[config.mk]
export PLATFORM = sky130hd
export DESIGN_NAME = bin_to_bcd_seq
export DESIGN_NICKNAME = d
export VERILOG_FILES = /design/src/rtl/bin_to_bcd_seq_pkg.sv /design/src/rtl/bin_to_bcd_seq_add3.sv /design/src/rtl/bin_to_bcd_seq.sv
export SDC_FILE = /design/constraint.sdc
export NUM_CORES = 1
export LEC_CHECK = 0
export CORE_MARGIN = 2
export CORE_UTILIZATION = 46
export CTS_BUF_LIST = sky130_fd_sc_hd__clkbuf_2
export DETAILED_ROUTE_END_ITERATION = 10
export MAX_ROUTING_LAYER = met4
export PLACE_DENSITY = 0.69
export SETUP_SLACK_MARGIN = 0.1
export SYNTH_ARGS = -nofsm -noshare
export SYNTH_HDL_FRONTEND = slang
export SYNTH_HIERARCHICAL = 1
export SYNTH_SLANG_ARGS = --single-unit
export TNS_END_PERCENT = 10
[constraint.sdc]
create_clock -name clk -period 2.27 [get_ports clk]
set_input_delay 0.454 -clock clk [delete_from_list [all_inputs] [get_ports clk]]
set_output_delay 0.454 -clock clk [all_outputs]
set_load 0.05 [all_outputs]
[src/rtl/bin_to_bcd_seq_pkg.sv]
// ----------------------------------------------------------------------------
// bin_to_bcd_seq_pkg
// Shared definitions for the iterative binary-to-BCD converter:
//   - FSM state encoding
//   - BCD nibble width
//   - bcd_max_value(): largest decimal value representable in N BCD digits
// ----------------------------------------------------------------------------
package bin_to_bcd_seq_pkg;

    typedef enum logic [1:0] {
        ST_IDLE  = 2'd0,
        ST_SHIFT = 2'd1,
        ST_DONE  = 2'd2
    } state_e;

    localparam int BCD_NIBBLE = 4;

    // 10^digits - 1, evaluated at elaboration time.
    function automatic logic [63:0] bcd_max_value(input int digits);
        logic [63:0] p;
        p = 64'd1;
        for (int i = 0; i < digits; i++) begin
            p = p * 64'd10;
        end
        return p - 64'd1;
    endfunction

endpackage

[src/rtl/bin_to_bcd_seq_add3.sv]
// ----------------------------------------------------------------------------
// bcd_add3
// Combinational double-dabble correction for one BCD nibble: values >= 5
// get +3 (4-bit wrap, no carry out) so the following left shift carries
// correctly into the next decimal digit.
// Ports:
//   nib_i  4-bit BCD nibble before correction
//   nib_o  4-bit corrected nibble
// ----------------------------------------------------------------------------
module bcd_add3
    import bin_to_bcd_seq_pkg::*;
(
    input  logic [BCD_NIBBLE-1:0] nib_i,
    output logic [BCD_NIBBLE-1:0] nib_o
);

    always_comb begin
        nib_o = nib_i;
        if (nib_i >= 4'd5) begin
            nib_o = nib_i + 4'd3;
        end
    end

endmodule

[src/rtl/bin_to_bcd_seq.sv]
// ----------------------------------------------------------------------------
// bin_to_bcd_seq
// Iterative shift-add-3 (double-dabble) binary-to-BCD converter feeding the
// per-digit 7-segment decoders. One bit is processed per clock; a conversion
// takes BIN_WIDTH+2 cycles from accept to the next accept.
//
// Optional feature macro: BIN_TO_BCD_SEQ_BLANK_EN
//   defined   -> out_blank carries the leading-zero blank mask
//   undefined -> out_blank is tied to zero, no blanking logic
//
// State table:
//   IDLE  | ready for a new value; in_ready=1
//   SHIFT | one add-3/shift step per cycle, BIN_WIDTH steps
//   DONE  | publish result, pulse out_valid, return to IDLE
//
// Ports:
//   clk           system clock, rising edge
//   reset_n       asynchronous active-low reset
//   in_valid      in_bin valid this cycle
//   in_ready      converter accepts a value (IDLE only)
//   in_bin        unsigned binary input
//   out_valid     one-cycle pulse when outputs update
//   out_bcd       packed BCD, digit 0 in [3:0]
//   out_overflow  last conversion saturated to all nines
//   out_blank     leading-zero blank mask (digit 0 never blanked)
// ----------------------------------------------------------------------------
module bin_to_bcd_seq
    import bin_to_bcd_seq_pkg::*;
#(
    parameter int BIN_WIDTH = 14,
    parameter int DIGITS    = 4
) (
    input  logic                         clk,
    input  logic                         reset_n,
    input  logic                         in_valid,
    output logic                         in_ready,
    input  logic [BIN_WIDTH-1:0]         in_bin,
    output logic                         out_valid,
    output logic [BCD_NIBBLE*DIGITS-1:0] out_bcd,
    output logic                         out_overflow,
    output logic [DIGITS-1:0]            out_blank
);

    localparam int BCD_W = BCD_NIBBLE * DIGITS;
    localparam int SCR_W = BCD_W + BIN_WIDTH;
    localparam int CNT_W = $clog2(BIN_WIDTH + 1);
    localparam int CMP_W = (BIN_WIDTH > 32) ? BIN_WIDTH : 32;

    localparam logic [CMP_W-1:0] MAX_VAL  = CMP_W'(bcd_max_value(DIGITS));
    localparam logic [CNT_W-1:0] LAST_CNT = CNT_W'(BIN_WIDTH - 1);

    state_e             state_q, state_d;
    logic [SCR_W-1:0]   scratch_q, scratch_d;
    logic [CNT_W-1:0]   cnt_q, cnt_d;
    logic               ovf_q, ovf_d;
    logic               out_valid_q, out_valid_d;
    logic [BCD_W-1:0]   out_bcd_q, out_bcd_d;
    logic               out_ovf_q, out_ovf_d;

    logic [BCD_W-1:0]   bcd_field;
    logic [BCD_W-1:0]   bcd_corr;
    logic [SCR_W-1:0]   shifted;
    logic [BCD_W-1:0]   result;

    assign bcd_field = scratch_q[SCR_W-1 -: BCD_W];

    for (genvar g = 0; g < DIGITS; g++) begin : g_add3
        bcd_add3 u_add3 (
            .nib_i (bcd_field[BCD_NIBBLE*g +: BCD_NIBBLE]),
            .nib_o (bcd_corr[BCD_NIBBLE*g +: BCD_NIBBLE])
        );
    end

    // Correct every nibble first, then shift the whole scratch left by one.
    assign shifted = {bcd_corr, scratch_q[BIN_WIDTH-1:0]} << 1;
    assign result  = ovf_q ? {DIGITS{4'h9}} : bcd_field;

    // State register
    always_ff @(posedge clk or negedge reset_n) begin
        if (!reset_n) begin
            state_q <= ST_IDLE;
        end else begin
            state_q <= state_d;
        end
    end

    // Next-state logic
    always_comb begin
        state_d = state_q;
        case (state_q)
            ST_IDLE:  if (in_valid)          state_d = ST_SHIFT;
            ST_SHIFT: if (cnt_q == LAST_CNT) state_d = ST_DONE;
            ST_DONE:                         state_d = ST_IDLE;
            default:                         state_d = ST_IDLE;
        endcase
    end

    // Output logic
    always_comb begin
        in_ready = (state_q == ST_IDLE);
    end

    // Datapath next values
    always_comb begin
        scratch_d   = scratch_q;
        cnt_d       = cnt_q;
        ovf_d       = ovf_q;
        out_valid_d = 1'b0;
        out_bcd_d   = out_bcd_q;
        out_ovf_d   = out_ovf_q;
        case (state_q)
            ST_IDLE: begin
                if (in_valid) begin
                    scratch_d = {{BCD_W{1'b0}}, in_bin};
                    cnt_d     = '0;
                    ovf_d     = (CMP_W'(in_bin) > MAX_VAL);
                end
            end
            ST_SHIFT: begin
                scratch_d = shifted;
                cnt_d     = cnt_q + CNT_W'(1);
            end
            ST_DONE: begin
                out_bcd_d   = result;
                out_ovf_d   = ovf_q;
                out_valid_d = 1'b1;
            end
            default: ;
        endcase
    end

    always_ff @(posedge clk or negedge reset_n) begin
        if (!reset_n) begin
            scratch_q   <= '0;
            cnt_q       <= '0;
            ovf_q       <= 1'b0;
            out_valid_q <= 1'b0;
            out_bcd_q   <= '0;
            out_ovf_q   <= 1'b0;
        end else begin
            scratch_q   <= scratch_d;
            cnt_q       <= cnt_d;
            ovf_q       <= ovf_d;
            out_valid_q <= out_valid_d;
            out_bcd_q   <= out_bcd_d;
            out_ovf_q   <= out_ovf_d;
        end
    end

    assign out_valid    = out_valid_q;
    assign out_bcd      = out_bcd_q;
    assign out_overflow = out_ovf_q;

`ifdef BIN_TO_BCD_SEQ_BLANK_EN
    logic [DIGITS-1:0] blank_d;
    logic [DIGITS-1:0] blank_q;
    logic              upper_zero;

    // Walk down from the top digit; a digit blanks only while every digit
    // above it (and itself) is zero. Saturated results are all nines, and
    // overflow is gated anyway so it never blanks.
    always_comb begin
        blank_d    = '0;
        upper_zero = !ovf_q;
        for (int i = DIGITS - 1; i >= 1; i--) begin
            upper_zero = upper_zero && (result[BCD_NIBBLE*i +: BCD_NIBBLE] == 4'd0);
            blank_d[i] = upper_zero;
        end
    end

    always_ff @(posedge clk or negedge reset_n) begin
        if (!reset_n) begin
            blank_q <= '0;
        end else if (state_q == ST_DONE) begin
            blank_q <= blank_d;
        end
    end

    assign out_blank = blank_q;
`else
    assign out_blank = '0;
`endif

endmodule

== Yosys cells after proc, flatten, opt, wreduce, memory -nomap -nowiden ==
Cells that the tools add are included.
Operators by class
  $add $sub $neg: 5
  $lt $le $gt $ge: 5
  equal/unequal tests: 5
  mux-type cells: 13
  reduce and logical (&&, ||, !) cells: 5
Operators with widths (count)
  30-bit case mux with 2 select lines: 1
  30-bit two-way mux: 1
  4-bit by 3-bit >= comparator with 1-bit output (second input constant): 4
  16-bit two-way mux: 1
  4-bit two-way mux: 4
  14-bit > comparator (second input constant): 1
  4-bit by 2-bit adder with 4-bit output (second input constant): 3
  4-bit case mux with 2 select lines: 1
  2-bit AND reduction: 3
  4-bit by 1-bit adder with 4-bit output (second input constant): 1
  4-bit == test (second input constant): 1
  2-bit two-way mux: 2
  2-bit != test (second input constant): 2
  2-bit case mux with 2 select lines: 1
  3-bit by 2-bit adder with 3-bit output (second input constant): 1
  3-bit two-way mux: 1
  2-bit by 1-bit == test with 1-bit output (second input constant): 1
  2-bit == test (second input constant): 1
  2-bit zero test: 1
  2-bit nonzero test: 1
  1-bit two-way mux: 1
Storage, ports and cells
  register bits: 55
  bits of input ports: 17
  output and inout port bits: 23
  word-level logic and storage cells: 40

== Depth between registers and ports, before layout ==
Gate-level depths: netlist of the first run.
  depth after elaboration: 3
  mapped depth: 7
  mapped depth without buffers: 7

== Modules after synthesis ==
The synthesis of the first run kept the hierarchy.
By module, submodules not included
  bin_to_bcd_seq: instances 1, cells each 246, area each 2399.8 um^2, seq. area each 1376.3 um^2
  bcd_add3: instances 4, cells each 16, area each 101.3 um^2, seq. area each 0.0 um^2

== Least setup slack after synthesis of the first run ==
OpenSTA, ideal clock, no wires.
  path type: register -> output
  start point: reg state_q[0]
  end point: out in_ready
  arrival time: 1086 ps
  required time: 1816 ps
  slack: 730 ps
  cell stages (with the launch flop): 2
  path buffers: 0
  cell sequence: dfrtp_1 nor2_1
On the way
  longest elaborated chain between the ends: 1
Ends and longest elaborated chain
  from (decl): line bin_to_bcd_seq.sv:52  | state_e state_q, state_d;
  from (signal assigned): line bin_to_bcd_seq.sv:83  | state_q <= state_d;
  2-bit zero test: line bin_to_bcd_seq.sv:100  | in_ready = (state_q == ST_IDLE);
  to (decl): line bin_to_bcd_seq.sv:36  | output logic in_ready,
No other way between the ends.

== Worst setup path in the final report of the first run ==
  start point: reg out_bcd_q[6] (netlist: out_bcd[6])
  end point: out out_bcd[6]
RTL lines
  from (decl): line bin_to_bcd_seq.sv:57  | logic [BCD_W-1:0] out_bcd_q, out_bcd_d;
  from (signal assigned): line bin_to_bcd_seq.sv:145  | out_bcd_q <= out_bcd_d;
  to (decl): line bin_to_bcd_seq.sv:39  | output logic [BCD_NIBBLE*DIGITS-1:0] out_bcd,
No word-level cell between the ends.

==> results.json, run 1 <==
{
  "multi_input_area_mm2": 0.00124,
  "grt_use_total_pct": 17.7,
  "final-seq-area_mm2": 0.00138,
  "postRouteAntennaNets": 0,
  "p_sw_w": 0.00208,
  "syn2layout_area_growth_pct": 15.9,
  "io_buffers": 35,
  "core_area_mm2": 0.00589,
  "path_cells": "clkdlybuf4s50_1",
  "synth_cells": 306,
  "die_h_um": 81.8,
  "nNetsFinal": 364,
  "fill_cells": 578,
  "antenna_found_initial": 0,
  "clock_sinks": 55,
  "clk_pin_slew_ns": 0.28,
  "max_freq_mhz": 472,
  "p_leak_nw": 1.53,
  "synthesis.area_mm2": 0.00279,
  "pwr-share-comb_pct": 49.9,
  "intPower_w": 0.00253,
  "io_pins": 40,
  "max-vdd-ir-drop_v": 0.000696,
  "initial_core_util_pct": 47.3,
  "cpMaxStageDelayCell": "clkdlybuf4s50_1",
  "tightest_slew_ns": 0.609,
  "start_kind": "flip-flop",
  "place_area_mm2": 0.00315,
  "hp-class": "input port to flip-flop",
  "fin_skew_ns": 0.0350,
  "vias_per_cell": 5.03,
  "numPlacedInstances": 404,
  "cp_data_required_time_ns": 1.82,
  "endpoint_kind": "output port",
  "crit_family": "buffers and inverters",
  "drt-wirelength-per-cell_um": 12.1,
  "rsz0062_at_grt": "true",
  "avgSynthCellArea_um2": 9.10,
  "drc": 0,
  "cts_root_buf": "clkbuf_2",
  "path_max_fanout": 2,
  "p_per_area_mw_per_mm2": 1430,
  "drt_wl_total_mm": 5.00,
  "maxCapViolCount": 0,
  "layout_common_cells": "nand2_1, dfrtp_1, clkdlybuf4s50_1, nor2_1, nand3_1",
  "final_area_mm2": 0.00323,
  "finalHoldViolations": 0,
  "die_w_um": 81.8,
  "grt_max_degree": 37,
  "cts_tree": "done",
  "slew_headroom_pct": 59.4,
  "p_clk_share_pct": 10.7,
  "cts_buffer_depth": 2,
  "overflow": 0,
  "finalSetupViolations": 0,
  "grt_first_pass_wirelength_mm": 8.99,
  "grt_pass1_vias": 1965,
  "gp_congestion": 0.757,
  "maxSlewViolCount": 0,
  "first_iter_violations": 86,
  "layout_commonest_cell": "nand2_1",
  "floorplan.rows": 28,
  "htreeDepth": 2,
  "hpwl_mm": 3.35,
  "status": "complete, no violations",
  "dieArea_mm2": 0.00669,
  "fin_crit_sh_pct": 93.3,
  "crit_type": "flip-flop to output port",
  "synth_warnings": 6,
  "layoutNonFillerInstCount": 413,
  "finalCriticalPeriod_ns": 2.12,
  "p_seq_share_pct": 39.4,
  "dr_total_vias": 2079,
  "antenna_cells": 0,
  "whs_ns": 0.469,
  "final_layout_size_suffix_gt1_share_pct": 8.88,
  "sw_frac_of_total_pct": 45.1,
  "post_cts_buffers": 0,
  "total_power_w": 0.00461,
  "worst-path-buf-inv": 1,
  "crit_arrival_ns": 1.66,
  "finalSetupTns_ns": 0,
  "insertion_delay_ns": 0.46,
  "critPathMaxStageDelay_ns": 0.80,
  "cts_made_buffers": 5,
  "dr.pass1.iters": 4
}
[metal layers]
layer	routed length (µm)	track usage [%]	vias to the layer above
li1	-	-	1064
met1	2460	23.7	962
met2	2250	27.1	45
met3	213	4.07	8
met4	72	5.17	0
met5	0	-	-
[repair_timing]
action                                  in CTS  in global routing
pin swaps                                    0                  0
hold endpoints to repair                    55                  0
hold buffers                                 1                  0
gates cloned                                 0                  0
endpoints found under the setup margin       1                 18
gates resized for setup                      1                  1
[state kept, by name, summed over array words and instances, names as in the netlist]
| name | cells |
|---|---|
| cnt_q | 4 |
| out_bcd | 16 |
| out_overflow | 1 |
| out_valid | 1 |
| ovf_q | 1 |
| scratch_q | 30 |
| state_q | 2 |
[power groups by stage]
stage	registers [W]	logic, W	clock network, W
2_1_floorplan	0.00214	0.00146	0
3_3_place_gp	0.00183	0.00227	0
3_5_place_dp	0.00184	0.00233	0
4_1_cts	0.00182	0.00233	0.000526
5_1_grt	0.00190	0.00258	0.000562
6_report	0.00181	0.00230	0.000494
[final timing paths]
check | start | to | slack, ns | cells after the start
hold / removal | in_bin[0] | scratch_q[0] | 0.47 | 3
max in group asynchronous | reset_n | scratch_q[25] | 1.49 | 3
setup / recovery | out_bcd[6] | out_bcd[6] | 0.15 | 1
min in group asynchronous | reset_n | scratch_q[9] | 0.48 | 3
setup reg to reg | state_q[0] | out_bcd[14] | 0.76 | 3
hold reg to reg | cnt_q[3] | cnt_q[3] | 0.50 | 1
[area by class of cell]
type | count | area share [%]
Clock inverter | 3 | 1.32
Clock buffer | 5 | 0.775
Multi-Input combinational cell | 222 | 38.5
Sequential cell | 55 | 42.7
Timing Repair Buffer | 43 | 12.7
Tap cell | 75 | 2.91
Inverter | 10 | 1.16
[per-stage QoR]
stage	setup WS [ns]	utilization (%)
2_1_floorplan	0.730	-
3_3_place_gp	0.359	53.5
3_5_place_dp	0.361	53.5
4_1_cts	0.106	54.8
5_1_grt	0.0502	54.8
6_report	0.152	54.8
Note: power is estimated with default switching activity, not from simulation.
==> run 2: changes to the inputs <==
--- a/config.mk
+++ b/config.mk
@@ -6,11 +6,11 @@
 export NUM_CORES = 1
 export LEC_CHECK = 0
 export CORE_MARGIN = 2
-export CORE_UTILIZATION = 46
-export CTS_BUF_LIST = sky130_fd_sc_hd__clkbuf_2
+export CORE_UTILIZATION = 40
+export CTS_BUF_LIST = sky130_fd_sc_hd__clkbuf_4 sky130_fd_sc_hd__clkbuf_8
 export DETAILED_ROUTE_END_ITERATION = 10
 export MAX_ROUTING_LAYER = met4
-export PLACE_DENSITY = 0.69
+export REMOVE_ABC_BUFFERS = 1
 export SETUP_SLACK_MARGIN = 0.1
 export SYNTH_ARGS = -nofsm -noshare
 export SYNTH_HDL_FRONTEND = slang
==> results.json, run 2 (synthesized netlist as in run 1, its figures left out) <==
{
  "cp_data_required_time_ns": 1.82,
  "io_pins": 40,
  "crit_type": "flip-flop to output port",
  "worst-path-buf-inv": 1,
  "fin_crit_sh_pct": 86.3,
  "p_per_area_mw_per_mm2": 1460,
  "overflow": 0,
  "post_cts_buffers": 0,
  "initial_core_util_pct": 41.2,
  "largest_reg_flops": 30,
  "use_met2_pct": 22.3,
  "die_w_um": 87.4,
  "hpwl_mm": 3.39,
  "hp-class": "input port to async pin",
  "final_layout_size_suffix_gt1_share_pct": 9.47,
  "dr_total_vias": 2097,
  "clk_pin_slew_ns": 0.11,
  "maxSlewViolCount": 0,
  "p_leak_nw": 1.55,
  "slew_headroom_pct": 63.5,
  "syn2layout_area_growth_pct": 18.7,
  "busiest_layer": "met2",
  "io_buffers": 35,
  "critPathMaxStageDelay_ns": 0.81,
  "floorplan.rows": 30,
  "layout_common_cells": "nand2_1, dfrtp_1, clkdlybuf4s50_1, nor2_1, nand3_1",
  "nNetsFinal": 364,
  "groute.layer.met1.usage_pct": 20.4,
  "dieArea_mm2": 0.00765,
  "postRouteAntennaNets": 0,
  "path_cells": "clkdlybuf4s50_1",
  "rr_startpoint": "state_q[0]",
  "cts_made_buffers": 5,
  "fill_cells": 668,
  "cts_buffer_depth": 2,
  "place_ws_ns": 0.352,
  "first_iter_violations": 117,
  "grt_use_total_pct": 14.9,
  "finalSetupTns_ns": 0,
  "drt_wl_total_mm": 5.21,
  "grt_max_degree": 56,
  "max-vdd-ir-drop_v": 0.000655,
  "use_met3_pct": 2.56,
  "vias_per_cell": 5.02,
  "drc": 0,
  "status": "complete, no violations",
  "finalCriticalPeriod_ns": 1.96,
  "antenna_cells": 0,
  "gp_congestion": 0.764,
  "endpoint_kind": "output port",
  "fin_ws_ns": 0.312,
  "start_kind": "flip-flop",
  "cts.repair.resized": 0,
  "core_area_mm2": 0.00676,
  "drt-wirelength-per-cell_um": 12.5,
  "insertion_delay_ns": 0.31,
  "htreeDepth": 2,
  "crit_family": "buffers and inverters",
  "finalSetupViolations": 0,
  "clock_sinks": 55,
  "grt_pass1_vias": 1932,
  "cts_root_buf": "clkbuf_8",
  "max_freq_mhz": 511,
  "tightest_slew_ns": 0.548,
  "fin_util_pct": 48.9,
  "largest_register": "scratch_q",
  "crit_start": "out_bcd[8]",
  "finalHoldViolations": 0,
  "fin_skew_ns": 0.0116,
  "die_h_um": 87.4,
  "maxCapViolCount": 0,
  "grt_first_pass_wirelength_mm": 8.82,
  "crit_arrival_ns": 1.50,
  "cpMaxStageDelayCell": "clkdlybuf4s50_1",
  "antenna_found_initial": 0,
  "layout_commonest_cell": "nand2_1",
  "cts_hold_buf": 0,
  "cts_tree": "done",
  "path_max_fanout": 2,
  "dr.pass1.iters": 4,
  "rsz0062_at_grt": "false"
}
==> run 2: worst paths after layout <==
kind,to,slack (ns),cells past startpoint
min,out_bcd[7],0.12,2
max in group asynchronous,cnt_q[2],1.89,2
min in group clk,out_bcd[14],0.48,2
max reg2reg,ovf_q,0.76,4
max,out_bcd[8],0.31,1
min reg2reg,out_bcd[14],0.48,2
==> run 2: where the power goes <==
part           switching [W]  leakage (nW)  internal, W
sequential          0.000414         0.696      0.00141
combinational        0.00137         0.798     0.000966
clock               0.000335        0.0587     0.000335
==> run 2: per-layer routing <==
layer | up-vias | routed length (µm)
li1 | 1066 | -
met1 | 988 | 2700
met2 | 38 | 2260
met3 | 5 | 181
met4 | 0 | 60
met5 | - | 0
==> run 2: cell type report <==
cell class | count | area (µm²) | share of cell area [%]
well taps | 80 | 100 | 3.03
inverters | 10 | 37.5 | 1.14
flip-flops and latches | 55 | 1380 | 41.6
clock buffers | 5 | 68.8 | 2.08
repair buffers | 43 | 433 | 13.1
multi-input cells | 222 | 1240 | 37.6
clock inverters | 3 | 47.5 | 1.44
==> run 2: through the flow <==
stage / hold WS [ns] / total power [W] / cells / cell area, µm²
floorplan: 0.158 / 0.00350 / 287 / 2650
global placement: 0.450 / 0.00414 / 410 / 3190
detailed placement: 0.465 / 0.00420 / 410 / 3190
CTS: 0.134 / 0.00489 / 418 / 3300
global route: 0.145 / 0.00522 / 418 / 3310
finish: 0.123 / 0.00483 / 418 / 3310
